`config.mk`:
```
export PLATFORM = sky130hd
export DESIGN_NAME = lfo_rate_latch_unit
export DESIGN_NICKNAME = d
export VERILOG_FILES = /design/src/rtl/lfo_rate_latch_unit.sv
export SDC_FILE = /design/constraint.sdc
export NUM_CORES = 1
export LEC_CHECK = 0
export CORE_MARGIN = 1
export CORE_UTILIZATION = 30
export DETAILED_ROUTE_END_ITERATION = 10
export GPL_ROUTABILITY_DRIVEN = 0
export PLACE_DENSITY_LB_ADDON = 0.15
export SYNTH_ARGS = -nofsm -noshare
export SYNTH_HDL_FRONTEND = slang
export SYNTH_SLANG_ARGS = --single-unit
```
`constraint.sdc`:
```
create_clock -name PIN_CLK_IN -period 5.2 [get_ports PIN_CLK_IN]
set_clock_uncertainty 0.15 [all_clocks]
set_input_delay 0.78 -clock PIN_CLK_IN [delete_from_list [all_inputs] [get_ports PIN_CLK_IN]]
set_output_delay 0.78 -clock PIN_CLK_IN [all_outputs]
set_load 0.1 [all_outputs]
```
`src/rtl/lfo_rate_latch_unit.sv`:
```
// lfo_rate_latch_unit
//   Set/clear latch bank, 8-bit -> 15-bit exponential rate map and a
//   period timer that emits one tick per mapped period.
//   Optional build macro: RATE_MAP_REG_EN registers the mapped period
//   (reset value 0x7C00), delaying rate changes by one cycle.
module lfo_rate_latch_unit #(
  parameter int LATCH_W = 16
) (
  input  logic               PIN_CLK_IN,
  input  logic               PIN_nRESET,
  input  logic [LATCH_W-1:0] nset,
  input  logic               nclr,
  output logic [LATCH_W-1:0] latch_q,
  input  logic [7:0]         rate,
  output logic [14:0]        rate_tr,
  input  logic               cnt_en,
  output logic [14:0]        count,
  output logic               rate_tick
);

  logic [LATCH_W-1:0] r_latch;
  logic [14:0]        r_count;
  logic               r_tick;
  logic [14:0]        w_rate_map;
  logic [14:0]        w_rate_tr;

  // Exponential map: invert rate, split into 4-bit exponent/mantissa,
  // shift {1,m} by e and keep the upper 15 bits of the 20-bit result.
  function automatic logic [14:0] map_rate(input logic [7:0] r);
    logic [7:0]  n;
    logic [19:0] t;
    n = 8'd255 - r;
    t = {15'd0, 1'b1, n[3:0]} << n[7:4];
    return t[19:5];
  endfunction

  assign w_rate_map = map_rate(rate);

`ifdef RATE_MAP_REG_EN
  logic [14:0] r_rate_tr;

  // Register the mapped period; reset to the slowest (rate = 0) period.
  always_ff @(posedge PIN_CLK_IN) begin
    if (!PIN_nRESET) r_rate_tr <= 15'h7C00;
    else             r_rate_tr <= w_rate_map;
  end

  assign w_rate_tr = r_rate_tr;
`else
  assign w_rate_tr = w_rate_map;
`endif

  // Latch bank: set dominates clear (NAND-latch behaviour), otherwise hold.
  always_ff @(posedge PIN_CLK_IN) begin
    if (!PIN_nRESET) r_latch <= '0;
    else             r_latch <= (r_latch & {LATCH_W{nclr}}) | ~nset;
  end

  // Period timer: wrap and tick once count reaches (or exceeds) the period.
  always_ff @(posedge PIN_CLK_IN) begin
    if (!PIN_nRESET) begin
      r_count <= '0;
      r_tick  <= 1'b0;
    end else if (cnt_en) begin
      if (r_count >= w_rate_tr) begin
        r_count <= '0;
        r_tick  <= 1'b1;
      end else begin
        r_count <= r_count + 15'd1;
        r_tick  <= 1'b0;
      end
    end else begin
      r_tick <= 1'b0;
    end
  end

  assign latch_q   = r_latch;
  assign rate_tr   = w_rate_tr;
  assign count     = r_count;
  assign rate_tick = r_tick;

endmodule

```
### Word level (Yosys, flattened, before mapping)

Index checks and enable logic that the tools add are counted.

| word-level totals | value |
|---|---|
| register bits after elaboration | 32 |
| bits of input ports | 28 |
| output and inout port bits | 47 |
| logic and storage cells | 13 |

| cells by class | value |
|---|---|
| bitwise operators | 3 |
| add/sub/neg operators | 2 |
| shift-type cells | 1 |
| mux-type cells | 2 |
| $lt $le $gt $ge | 1 |
| reduce and logical (&&, ||, !) cells | 1 |

Operators with widths:

| kind | count |
|---|---|
| $shl A5 B4 Y20 | 1 |
| $and A16 B16 Y16 | 1 |
| $not A16 Y16 | 1 |
| $or A16 B16 Y16 | 1 |
| $add A15 B1 Y15 const B | 1 |
| $ge A15 B15 Y1 | 1 |
| $mux W15 | 1 |
| $sub A8 B8 Y8 const A | 1 |
| $reduce_and A2 Y1 | 1 |
| $mux W1 | 1 |

### Logic depth before layout (Yosys ltp)

Gate-level depths: netlist of the first run.

| logic depth | value |
|---|---|
| word-level depth | 4 |
| depth in mapped cells | 12 |
| gate-level depth less buffers | 11 |

### Worst setup path before layout of the first run

Ideal clock, no wire load.

| path | value |
|---|---|
| path kind | input -> register |
| start | input rate[5] |
| end | register r_count[10], in the netlist count[10] |
| data required time | 4.911 ns |
| stages | 11 |
| setup time | 0.139 ns |
| path buffers | 2 |
| arrival time | 4.836 ns |
| path slack | 0.075 ns |
| cells stage by stage | buf_6 mux2i_1 mux2i_1 o21ai_0 inv_1 ha_1 nand4_1 o311a_2 o21ai_4 buf_6 a211oi_1 |

| between the ends | value |
|---|---|
| cells in the longest elaborated chain, start to end | 4 |

RTL lines:

| element | RTL line | text |
|---|---|---|
| from (decl) | 14 | `input logic [7:0] rate,` |
| $sub A8 B8 Y8 | 32 | `n = 8'd255 - r;` |
| $shl A5 B4 Y20 | 33 | `t = {15'd0, 1'b1, n[3:0]} << n[7:4];` |
| via rate_tr[6] | 15 | `output logic [14:0] rate_tr,` |
| $ge A15 B15 Y1 | 65 | `if (r_count >= w_rate_tr) begin` |
| $mux W15 | 65 |  |
| to (signal assigned) | 69 | `r_count <= r_count + 15'd1;` |
| to (decl) | 22 | `logic [14:0] r_count;` |

The timed path passes the listed nets, and every way through them passes these cells.
A chain may end at the register's enable or synchronous reset.

### Worst setup path in the final report of the first run

| path | value |
|---|---|
| start | input rate[4] |
| end | output rate_tr[14] |

| between the ends | value |
|---|---|
| cells in the longest elaborated chain, start to end | 2 |

RTL lines:

| element | RTL line |
|---|---|
| $sub A8 B8 Y8 | 32 |
| $shl A5 B4 Y20 | 33 |
| to (decl) | 15 |

Every way passes these cells.

==> impl_metrics.json, run 1 <==
{
  "status": "complete, no violations",
  "htreeDepth": 2,
  "multi_input_area_um2": 1180,
  "ys_seq_area_share_pct": 33.2,
  "dieHeight_um": 82.2,
  "yosys_warnings": 0,
  "cts_resized": 0,
  "netlist_top_cells_count": "nand2_1, dfxtp_1, a21oi_1",
  "startpoint_type": "primary input",
  "antenna_found_initial": 0,
  "drt-pass1-iter-count": 4,
  "finalCritPeriodShare_pct": 76.6,
  "grt.overflow.total": 0,
  "vias_per_cell": 4.75,
  "seqCellArea_um2": 641,
  "grt_max_degree": 32,
  "peakVddDrop_v": 0.000221,
  "nets": 345,
  "first_global_vias": 1642,
  "die-area_um2": 6760,
  "cts-root-buf": "clkbuf_8",
  "synth_area_um2": 1930,
  "synth_fp_nets": 276,
  "cp.arrival_ns": 3.05,
  "power_density_nw_per_um2": 254,
  "ys_seq_elements": 32,
  "min_period_ns": 3.98,
  "coreArea_um2": 6060,
  "worst-path-max-fanout": 12,
  "port_buffers": 74,
  "power.leakage_nw": 1.14,
  "worst_pin_slew_ns": 0.994,
  "grt_pass1_wl_um": 7590,
  "clock_latency_ns": 0.28,
  "fillers": 623,
  "die_w_um": 82.2,
  "syn_inst": 232,
  "cts_tree": "yes",
  "fp-row-count": 28,
  "cts_sinks": 32,
  "synth.most_common_cell": "nand2_1",
  "routed_wirelength_um": 4680,
  "ys_async_sr_fraction_pct": 0,
  "synth_top_cell_by_area": "dfxtp_1",
  "cts_post_setup_buffers_inserted": 0,
  "wl_per_cell_um": 12.4,
  "avgSynthCellArea_um2": 8.32,
  "hold_path_class": "reg2reg",
  "drtAntennaViolNets": 0,
  "first_iter_violations": 40,
  "synth_top_area_share_pct": 33.2,
  "start_util_pct": 31.8,
  "drc_errors": 0,
  "placedCellCount": 369,
  "yosys-top-cells-area": "dfxtp_1, ha_1, nand2_1",
  "worst_slew_margin_rel_pct": 33.5,
  "num_vias": 1789,
  "cts_buffers": 5,
  "synth_edf_count": 0,
  "crit_type": "in2out",
  "yosys_most_used_dff": "dfxtp_1",
  "tns_ns": 0,
  "max_freq_mhz": 251,
  "drive_gt1_share_pct": 10.9,
  "clk_pin_slew_worst_paths_ns": 0.06,
  "crit_required_ns": 4.27,
  "final_cell_count_no_fill": 377,
  "rsz0062_at_grt": "no",
  "timing_hold_violations_final": 0,
  "maxCapViolations": 0,
  "clockBufferDepth": 2,
  "hpwl_um": 3580,
  "grt_usage_pct": 14.7,
  "syn_to_final_growth_pct": 43.1,
  "yosysUniqueCellTypes": 40,
  "ctsHoldBuffers": 0,
  "setup_violations": 0,
  "ios": 75,
  "report.final.slew_viol_count": 0,
  "n_antenna_cell": 0,
  "critical_path.endpoint_type": "output pin"
}
cell type report:
| cell class | count | area share [%] |
|---|---|---|
| Multi-Input combinational cell | 176 | 42.8 |
| Timing Repair Buffer | 74 | 25.6 |
| Sequential cell | 32 | 23.2 |
| Tap cell | 75 | 3.40 |
| Clock buffer | 7 | 3.13 |
| Inverter | 12 | 1.63 |
| Clock inverter | 1 | 0.272 |
through the flow:
stage / power [mW] / setup WS, ns / cell area [um2] / hold slack (ns) / util (%)
after detailed placement: 0.514 / 1.17 / 2670 / 0.308 / 44.0
after global placement: 0.514 / 1.14 / 2670 / 0.301 / 44.0
after CTS: 0.710 / 1.23 / 2760 / 0.316 / 45.6
after global routing: 0.736 / 1.12 / 2760 / 0.340 / 45.6
after floorplan: 0.452 / 0.0751 / 1930 / 0.722 / -
final: 0.700 / 1.22 / 2760 / 0.314 / 45.6
state kept, by name, indices dropped and copies added, names as in the netlist:
register and count:
latch_q 16, rate_tick 1, count 15
kinds of logic after synthesis:
| logic type | count (synthesis) | synth area share (%) |
|---|---|---|
| buffers and inverters | 24 | 5.51 |
| AO/OA/AOI/OAI | 55 | 19.7 |
| flip-flops | 32 | 33.2 |
| XOR/XNOR | 11 | 4.99 |
| multiplexers | 6 | 3.18 |
| adder cells (fa/ha/maj) | 16 | 10.4 |
| AND/OR/NAND/NOR | 88 | 23.1 |
cells in the final DEF (no fill, tap or decap), types with 4 or more instances in the layout:
cell,n
a21oi_1,25
nor2b_1,5
buf_4,14
inv_1,12
xor2_1,5
xnor2_1,6
nor2_1,13
o21ai_0,6
clkbuf_8,6
nand2b_1,11
clkdlybuf4s50_1,60
nand2_1,35
dfxtp_1,32
a211oi_1,9
mux2i_1,5
and3_1,5
nand3_1,4
ha_1,16
path summary, 6_finish.rpt:
kind / start / to / slack, ns / cells past startpoint
worst max-delay path: rate[4] / rate_tr[14] / 1.22 / 5
worst max register to register: count[0] / count[7] / 3.07 / 7
worst min-delay path: latch_q[11] / latch_q[11] / 0.31 / 2
worst min register to register: latch_q[11] / latch_q[11] / 0.31 / 2
routing by layer:
metal  vias to the layer above  share of wire (%)  track usage (%)
met5                         -                  0                0
met4                         0               0.96             4.74
met3                         4                5.6             4.07
met2                        45                 44             22.7
met1                       800                 49             19.5
li1                        940                  -                -
where the power goes:
group | switching, mW | total (mW) | leakage [nW] | internal, mW
Clock | 0.0853 | 0.193 | 0.0445 | 0.107
Combinational | 0.178 | 0.247 | 0.835 | 0.0687
Sequential | 0.00582 | 0.261 | 0.263 | 0.255
worst max-delay path, stage by stage:
cell and delay, ns:
clkdlybuf4s50_1 0.61, nor3_1 0.35, nand2b_1 0.13, inv_1 0.06
clkdlybuf4s50_1 1.12
Power figures use the tool's default switching activity.
==> run 2, diff against run 1 <==
==> constraint.sdc (replaced) <==
create_clock -name PIN_CLK_IN -period 3.8 [get_ports PIN_CLK_IN]
set_clock_uncertainty 0.15 [all_clocks]
set_input_delay 0.57 -clock PIN_CLK_IN [delete_from_list [all_inputs] [get_ports PIN_CLK_IN]]
set_output_delay 0.57 -clock PIN_CLK_IN [all_outputs]
set_load 0.1 [all_outputs]
==> run 2 against run 1 <==
  * Sequential share of layout area is 1.0 points lower
  * Setup slack worse by 0.79 ns
  * Critical endpoint is now count[7]
  * Count of clock-buffer cells in the layout is 2 lower
  * Highest routed layer unchanged
  * Non-clock buffer count is 4 higher
  * Core utilization is 2.1 points higher
  * Critical path depth is 6 higher
  * Combinational power is 46% higher
  * Sequential cell count stayed put
  * Global-route usage is 0.37 points higher
==> impl_metrics.json, run 2 (same netlist as run 1, synthesis figures left out) <==
{
  "status": "complete, no violations",
  "placedCellCount": 373,
  "wl_per_cell_um": 12.8,
  "fillers": 621,
  "ios": 75,
  "rsz0062_at_grt": "no",
  "die_w_um": 82.2,
  "die-area_um2": 6760,
  "crit_type": "in2reg",
  "largest_reg_flops": 16,
  "routed_wirelength_um": 4880,
  "peakVddDrop_v": 0.000248,
  "holdPathStages": 2,
  "clock_latency_ns": 0.28,
  "drc_errors": 0,
  "first_global_vias": 1648,
  "final_common_cell": "clkdlybuf4s50_1",
  "nets": 349,
  "seqPwrFrac_pct": 36.8,
  "finalCritPeriodShare_pct": 88.8,
  "report.final.slew_viol_count": 0,
  "p_clk_share_pct": 26.1,
  "swShare_pct": 39.5,
  "worst_slew_margin_rel_pct": 31.6,
  "grt_pass1_wl_um": 7780,
  "coreArea_um2": 6060,
  "hold_path_class": "reg2reg",
  "ctsHoldBuffers": 0,
  "hold_end": "latch_q[10]",
  "htreeDepth": 2,
  "power_density_nw_per_um2": 337,
  "cts-root-buf": "clkbuf_8",
  "num_vias": 1841,
  "setup_violations": 0,
  "cts_resized": 0,
  "cts_post_setup_buffers_inserted": 0,
  "postPlaceCellArea_um2": 2800,
  "grt_max_degree": 32,
  "vias_per_cell": 4.83,
  "hpwl_um": 3790,
  "power.leakage_nw": 1.20,
  "critical_path.endpoint_type": "flop",
  "combPwrFrac_pct": 37.1,
  "first_iter_violations": 75,
  "port_buffers": 74,
  "cp.arrival_ns": 3.34,
  "worst_pin_slew_ns": 1.03,
  "min_period_ns": 3.38,
  "ff2ff_setup_slack_ns": 1.65,
  "hp-start": "latch_q[10]",
  "syn_to_final_growth_pct": 49.6,
  "max_freq_mhz": 296,
  "crit_required_ns": 3.76,
  "tns_ns": 0,
  "power.switching_mw": 0.384,
  "start_util_pct": 31.8,
  "intPower_mw": 0.588,
  "fp-row-count": 28,
  "grt_usage_pct": 15.0,
  "cts_buffers": 5,
  "n_antenna_cell": 0,
  "cts_sinks": 32,
  "drive_gt1_share_pct": 13.1,
  "cts_tree": "yes",
  "maxCapViolations": 0,
  "clockBufferDepth": 2,
  "final_cell_mix": "clkdlybuf4s50_1, nand2_1, dfxtp_1",
  "timing_hold_violations_final": 0,
  "clk_pin_slew_worst_paths_ns": 0.07,
  "drt-pass1-iter-count": 5,
  "final_cell_area_um2": 2890,
  "grt.overflow.total": 0,
  "worst-path-max-fanout": 13,
  "final_cell_count_no_fill": 381,
  "dieHeight_um": 82.2,
  "final_util_pct": 47.6,
  "drtAntennaViolNets": 0,
  "antenna_found_initial": 0,
  "r2r_cells": 7,
  "reg2reg_from": "count[0]",
  "worstReg2RegEnd": "count[7]",
  "startpoint_type": "primary input"
}
-- run 2: cell types whose count changed in the layout (fill, tap and decap cells not counted), sizes merged --
| cell | previous run | this run |
|---|---|---|
| clkdlybuf4s50 | 60 | 59 |
| clkinvlp | 1 | 0 |
| clkinv | 0 | 3 |
| buf | 14 | 19 |
| clkbuf | 7 | 5 |
-- run 2: power by group through the flow --
stage	Combinational, mW	Sequential, mW	Clock (mW)
4_1_cts	0.363	0.357	0.263
6_report	0.361	0.357	0.254
2_1_floorplan	0.159	0.461	0
3_3_place_gp	0.362	0.364	0
5_1_grt	0.380	0.359	0.275
3_5_place_dp	0.362	0.365	0
-- run 2: how the worst max path moves through the flow --
stage,start,end,slack (ns)
2_1_floorplan,rate[4],count[9],0.27
3_3_place_gp,rate[4],count[7],0.21
3_5_place_dp,rate[4],count[7],0.14
4_1_cts,rate[4],count[7],0.44
5_1_grt,rate[4],count[7],0.22
6_report,rate[4],count[7],0.42
-- run 2: through the flow --
step	hold slack (ns)	power [mW]	setup WS, ns
floorplan	0.512	0.620	0.266
global route	0.333	1.01	0.224
finish	0.312	0.971	0.424
detailed placement	0.306	0.727	0.142
global placement	0.301	0.726	0.215
CTS	0.315	0.982	0.436
-- run 2: worst max-delay path: stages --
cell and delay (ns):
clkdlybuf4s50_1 0.70, nor2_1 0.09, a21oi_1 0.22, mux2i_1 0.15, and2_1 0.24, ha_1 0.29, nand2b_4 0.11, a211oi_2 0.06
o311a_2 0.38, o21ai_4 0.37, a221oi_1 0.15
-- run 2: cell type report --
cell class | count | area [um2] | area share, %
clock inverters | 3 | 18.8 | 0.650
multi-input cells | 176 | 1190 | 41.1
clock buffers | 5 | 68.8 | 2.38
repair buffers | 78 | 833 | 28.9
inverters | 12 | 45.0 | 1.56
flip-flops and latches | 32 | 641 | 22.2
well taps | 75 | 93.8 | 3.25
-- run 2: layer usage --
metal	global-route usage, %	vias to the layer above	wire [um]	part of all wire, %
met5	0	-	0	0
met1	20.6	832	2410	49
met2	23.3	56	2150	44
met4	4.21	0	38	0.78
met3	3.63	4	284	5.8
li1	-	949	-	-
